**src/rtl/data_mem_ctrl.sv**
```systemverilog
// data_mem_ctrl: wait-stated data memory with byte/halfword/word access, fault detection and pipeline freeze
module data_mem_ctrl #(
  parameter int DATA_LEN    = 32,
  parameter int ADDRESS_LEN = 32,
  parameter int MEM_DEPTH   = 64,
  parameter int BASE_ADDR   = 1024,
  parameter int WAIT_STATES = 2
) (
  input  logic                   clk,
  input  logic                   rst,
  input  logic [ADDRESS_LEN-1:0] ALU_Res,
  input  logic [DATA_LEN-1:0]    Val_Rm,
  input  logic                   MEM_W_EN,
  input  logic                   MEM_R_EN,
  input  logic [1:0]             SIZE,
  input  logic                   SIGNED,
  output logic [DATA_LEN-1:0]    MEM_OUT,
  output logic                   READY,
  output logic                   FREEZE,
  output logic                   ADDR_ERR
);
  typedef enum logic [1:0] {IDLE, WAIT, ACCESS} state_t;
  localparam int IW = $clog2(MEM_DEPTH);
  localparam logic [ADDRESS_LEN-1:0] LO = ADDRESS_LEN'(BASE_ADDR);
  localparam logic [ADDRESS_LEN-1:0] HI = ADDRESS_LEN'(BASE_ADDR + 4 * MEM_DEPTH);
  state_t state, nxt;
  logic [3:0] cnt, be;
  logic [ADDRESS_LEN-1:0] addr_q, a, off;
  logic [DATA_LEN-1:0] data_q, d, word, wd, ld;
  logic [1:0] size_q, sz;
  logic sgn_q, we_q, sg, we, req, idle, fault, go;
  logic [7:0] b8;
  logic [15:0] h16;
  logic [IW-1:0] idx;
  logic [DATA_LEN-1:0] mem [MEM_DEPTH];
  assign req = MEM_W_EN | MEM_R_EN;
  assign FREEZE = req && state != ACCESS;
  // In IDLE the live inputs are decoded so a zero-wait access can complete straight from the request
  always_comb begin
    idle  = state == IDLE;
    a     = idle ? ALU_Res : addr_q;
    d     = idle ? Val_Rm : data_q;
    sz    = idle ? SIZE : size_q;
    sg    = idle ? SIGNED : sgn_q;
    we    = idle ? MEM_W_EN : we_q;
    off   = a - LO;
    idx   = IW'(off >> 2);
    fault = a < LO || a >= HI || sz == 2'b11 || (sz == 2'b01 && a[0]) || (sz == 2'b10 && a[1:0] != 2'b00);
    word  = mem[idx];
    b8    = word[8 * a[1:0] +: 8];
    h16   = a[1] ? word[31:16] : word[15:0];
    ld    = fault ? '0 : sz == 2'b00 ? {{24{sg & b8[7]}}, b8} : sz == 2'b01 ? {{16{sg & h16[15]}}, h16} : word;
    wd    = sz == 2'b00 ? {4{d[7:0]}} : sz == 2'b01 ? {2{d[15:0]}} : d;
    be    = sz == 2'b00 ? 4'b0001 << a[1:0] : sz == 2'b01 ? (a[1] ? 4'b1100 : 4'b0011) : 4'b1111;
    nxt   = idle ? (req ? (WAIT_STATES > 0 ? WAIT : ACCESS) : IDLE) : state == WAIT ? (cnt == 4'd0 ? ACCESS : WAIT) : IDLE;
    go    = nxt == ACCESS;
  end
  always_ff @(posedge clk or posedge rst)
    if (rst) begin
      state    <= IDLE;
      cnt      <= '0;
      READY    <= 1'b0;
      ADDR_ERR <= 1'b0;
      MEM_OUT  <= '0;
      addr_q   <= '0;
      data_q   <= '0;
      size_q   <= '0;
      sgn_q    <= 1'b0;
      we_q     <= 1'b0;
    end else begin
      state    <= nxt;
      READY    <= go;
      ADDR_ERR <= go && fault;
      if (go && (fault || !we)) MEM_OUT <= ld;
      if (idle && req) begin
        addr_q <= ALU_Res;
        data_q <= Val_Rm;
        size_q <= SIZE;
        sgn_q  <= SIGNED;
        we_q   <= MEM_W_EN;
        cnt    <= 4'(WAIT_STATES > 0 ? WAIT_STATES - 1 : 0);
      end else if (state == WAIT && cnt != 4'd0) cnt <= cnt - 4'd1;
    end
  // The store commits on the edge leaving ACCESS, so a reset during the access suppresses it
  always_ff @(posedge clk)
    if (state == ACCESS && we_q && !fault)
      for (int b = 0; b < 4; b++)
        if (be[b]) mem[idx][8*b +: 8] <= wd[8*b +: 8];
endmodule

```
**config.mk**
```make
export PLATFORM = sky130hd
export DESIGN_NAME = data_mem_ctrl
export DESIGN_NICKNAME = d
export VERILOG_FILES = /design/src/rtl/data_mem_ctrl.sv
export SDC_FILE = /design/constraint.sdc
export NUM_CORES = 2
export LEC_CHECK = 0
export CAP_MARGIN = 5
export CELL_PAD_IN_SITES_DETAIL_PLACEMENT = 0
export CELL_PAD_IN_SITES_GLOBAL_PLACEMENT = 1
export CORE_MARGIN = 1.5
export CORE_UTILIZATION = 48
export CTS_CLUSTER_SIZE = 14
export DETAILED_ROUTE_END_ITERATION = 6
export PLACE_DENSITY_LB_ADDON = 0.1
export REMOVE_ABC_BUFFERS = 1
export SKIP_LAST_GASP = 1
export SYNTH_ARGS = -nofsm -noshare
export SYNTH_HDL_FRONTEND = slang
export SYNTH_SLANG_ARGS = --single-unit
```
**constraint.sdc**
```tcl
create_clock -name clk -period 6.2 [get_ports clk]
set_input_delay 0.62 -clock clk [delete_from_list [all_inputs] [get_ports clk]]
set_output_delay 0.62 -clock clk [all_outputs]
set_load 0.1 [all_outputs]
```
==> impl_metrics.csv <==
group,metric,value,unit
run_status,outcome,"finished, violations left",
run_status,failed_checks,"DRC",
place,port_buffers,105,
die,start_util,0.484,
power,power.total,54500,uW
clock_network,numCtsBuffers,215,
synthesis,synth_enable_flop_cells,2048,
sta,fin_crit,5.38,ns
synthesis,muxShareOfSynthArea,0.00498,
setup_path,worst-path-buf-inv,2,
detailed_routing,routedWlPerCell,34.5,um
clock_network,cts_hold_buf,0,
synthesis,postSynthCellCount,5550,
clock_network,postCtsSetupBuffers,0,
setup_path,cp.arrival,5.84,ns
detailed_routing,vias_per_cell,6.54,
die,fp.dieArea,176000,um^2
sta,min_period_over_period,0.868,
layout,fin_nets,6004,
die,ios,106,
grt,met2_usage,0.494,
power,power.density,567,nW/um^2
power,p_int,32400,uW
layout,multiInputGateArea,17100,um^2
sta,slew_headroom,0.140,
detailed_routing,vias,55208,
detailed_routing,drt-total-wl,291000,um
power,netSwitchingPower,22100,uW
sta,final_max_slew_viol_count,0,
synthesis,synth_xor_area_frac,0.000316,
grt,grt_most_used_layer,"met2",
power,vdd_drop_max,0.000414,V
sta,finalSetupViolCount,0,
setup_path,start_kind,"flip-flop",
layout,drive_gt1_frac,0.143,
sta,holdWs,0.276,ns
grt,use_met1,0.465,
grt,grt_pass1_wl,407000,um
power,share_comb_of_total_power,0.389,
power,leakagePower,0.0316,uW
setup_path,max_stage_delay,1.11,ns
setup_path,cp_max_fo,36,
setup_path,worstPathRequired,6.66,ns
sta,rsz0062_at_grt,"false",
power,power.share.clock,0.234,
layout,regArea,64200,um^2
sta,worst_slew_pin_slew,1.29,ns
synthesis,ys_ff_latch,2156,
die,die_x,419,um
setup_path,cpMaxStageDelayCell,"nor3_1",
clock_network,ctsResizeCount,0,
grt,grt_max_degree,74,
clock_network,h-tree-depth,4,
sta,skew,0.0413,ns
clock_network,clk_path_buf_depth,3,
worst_hold_path,hp-class,"input pin to asynchronous set/reset pin",
clock_network,root_buffer,"clkbuf_16",
flow_run,max_cap_viol_count,0,
die,row_count,152,
sta,max_freq,186,MHz
setup_path,worstPathCellList,"buf_4, or2_2, and2_1, or2_2, o21ai_0, o21ai_1, inv_1, nand4_1, nand2b_2, nor3_1",
setup_path,worst_setup_path_end_kind,"flip-flop",
place,place_hpwl,185000,um
sta,hold_viol,0,
synthesis,synth.distinct_cells,88,
synthesis,synth_warnings,0,
clock_network,clk_latency,0.87,ns
clock_network,clkTransAtPathRegs,0.06,ns
place,gp_congestion,0.916,
die,core_area,172000,um^2
grt,antenna_found_initial,13,
synthesis,synth-simple-area-share,0.0789,
detailed_routing,detail_route.first_pass.iterations,7,
power,switching_share,0.405,
layout,syn_to_final_growth,15.7,%
synthesis,synth_ff_type,"edfxtp_1",
detailed_routing,remaining_drc_errors,3,
grt,grt_usage,0.330,
die,chipHeight,419,um
synthesis,synth_top_family_by_area,"compound AO/OA/AOI/OAI gates",
layout,num-fill-cells,13763,
setup_path,crit_top_cell,"or2_2",
setup_path,crit_family,"simple AND/OR/NAND/NOR gates",
grt,grt_overflow_total,0,
synthesis,ys_seq_area_frac,0.772,
grt,gr-usage-met3,0.0629,
clock_network,clock_sinks,2156,
detailed_routing,drt_iter0_drc,7614,
detailed_routing,drtAntennaViolNets,0,
synthesis,syn_area,83100,um^2
synthesis,synth_compound_area_frac,0.115,
synthesis,asyncSetResetFlopFracSynth,0.0501,
clock_network,cts_tree,"done",
setup_path,critPathKind,"flip-flop to flip-flop",
synthesis,synthAdderAreaFrac,0.000301,
grt,grt_pass1_vias,52646,
synthesis,syn_area_per_cell,15.0,um^2
power,pwr-share-seq,0.377,
==> routing by layer <==
metal,up-vias,wire length [um]
met4,4,15900
met2,3223,130000
met1,28550,117000
met5,-,27
met3,573,27600
li1,22858,-
==> registers in the layout (all words and copies together) (netlist names), 2 cells and up <==
register / flops
addr_q: 32
MEM_OUT: 32
cnt: 4
data_q: 32
mem: 2048
size_q: 2
state: 2
==> logic make-up after synthesis <==
| kind of cell | after synthesis |
|---|---|
| adder cells (fa/ha/maj) | 2 |
| multiplexers | 40 |
| flip-flops | 2156 |
| AO/OA/AOI/OAI | 1446 |
| AND/OR/NAND/NOR | 1474 |
| XOR/XNOR | 3 |
| buffers and inverters | 429 |
==> area by class of cell <==
class / count / area share
Clock inverter: 117 / 0.0102
Timing Repair Buffer: 578 / 0.0529
Inverter: 15 / 0.000637
Sequential cell: 2156 / 0.667
Clock buffer: 285 / 0.0606
Multi-Input combinational cell: 2965 / 0.178
Tap cell: 2310 / 0.0300
Antenna cell: 12 / 0.000312
==> power by group through the flow <==
stage          clock network [uW]  logic, uW  registers [uW]
2_1_floorplan                   0       9350           21300
3_3_place_gp                    0      20600           20800
3_5_place_dp                    0      20800           20800
4_1_cts                     12800      20800           20500
5_1_grt                     13400      21900           20600
6_report                    12800      21200           20500
==> metrics by stage <==
stage               area (um^2)  setup WS (ns)  std cells  setup TNS (ns)   util
floorplan                 80800          -1.66       5136         -335.68      -
global placement          89300          0.744       8024               0  0.520
detailed placement        89300          0.698       8024               0  0.520
CTS                       96200           1.01       8426               0  0.560
global route              96200          0.683       8426               0  0.560
finish                    96200          0.821       8438               0  0.560
==> synthesized netlist by cell type, types with 46 or more instances <==
master / instances / share of area
nor4_1: 76 / 0.0057
a21oi_1: 243 / 0.015
a211oi_1: 46 / 0.0042
dfrtp_1: 108 / 0.033
buf_4: 69 / 0.0062
a31oi_1: 52 / 0.0039
o22ai_1: 663 / 0.050
o221ai_1: 102 / 0.011
o21ai_0: 96 / 0.0058
buf_2: 154 / 0.0093
nand3_1: 58 / 0.0035
clkbuf_1: 129 / 0.0058
nand2_1: 638 / 0.029
nor3_1: 276 / 0.017
nor2_1: 301 / 0.014
edfxtp_1: 2048 / 0.74
==> layout by cell type (no fill, tap or decap), drive strengths merged, types with 23 or more instances in the layout <==
master         count
edfxtp          2048
o22ai            664
nand2            639
buf              473
nor2             303
clkbuf           285
nor3             277
a21oi            245
o21ai            118
dfrtp            108
clkdlybuf4s50    105
o221ai           102
clkinv            89
nor4              76
nand3             58
a31oi             52
a211oi            46
and3              41
mux2i             39
a32oi             37
o41ai             23
==> path summary, 6_finish.rpt <==
kind	start	slack [ns]	cells past startpoint	endpoint
max	state[0]	0.82	10	mem[4][0]
min	rst	0.28	2	addr_q[5]
max reg2reg	state[0]	0.82	10	mem[4][0]
min reg2reg	data_q[3]	0.47	2	data_q[3]
max in group asynchronous	rst	4.92	3	addr_q[13]
min in group clk	Val_Rm[10]	0.32	3	data_q[10]
No activity file was read; power rests on OpenSTA's default activity.
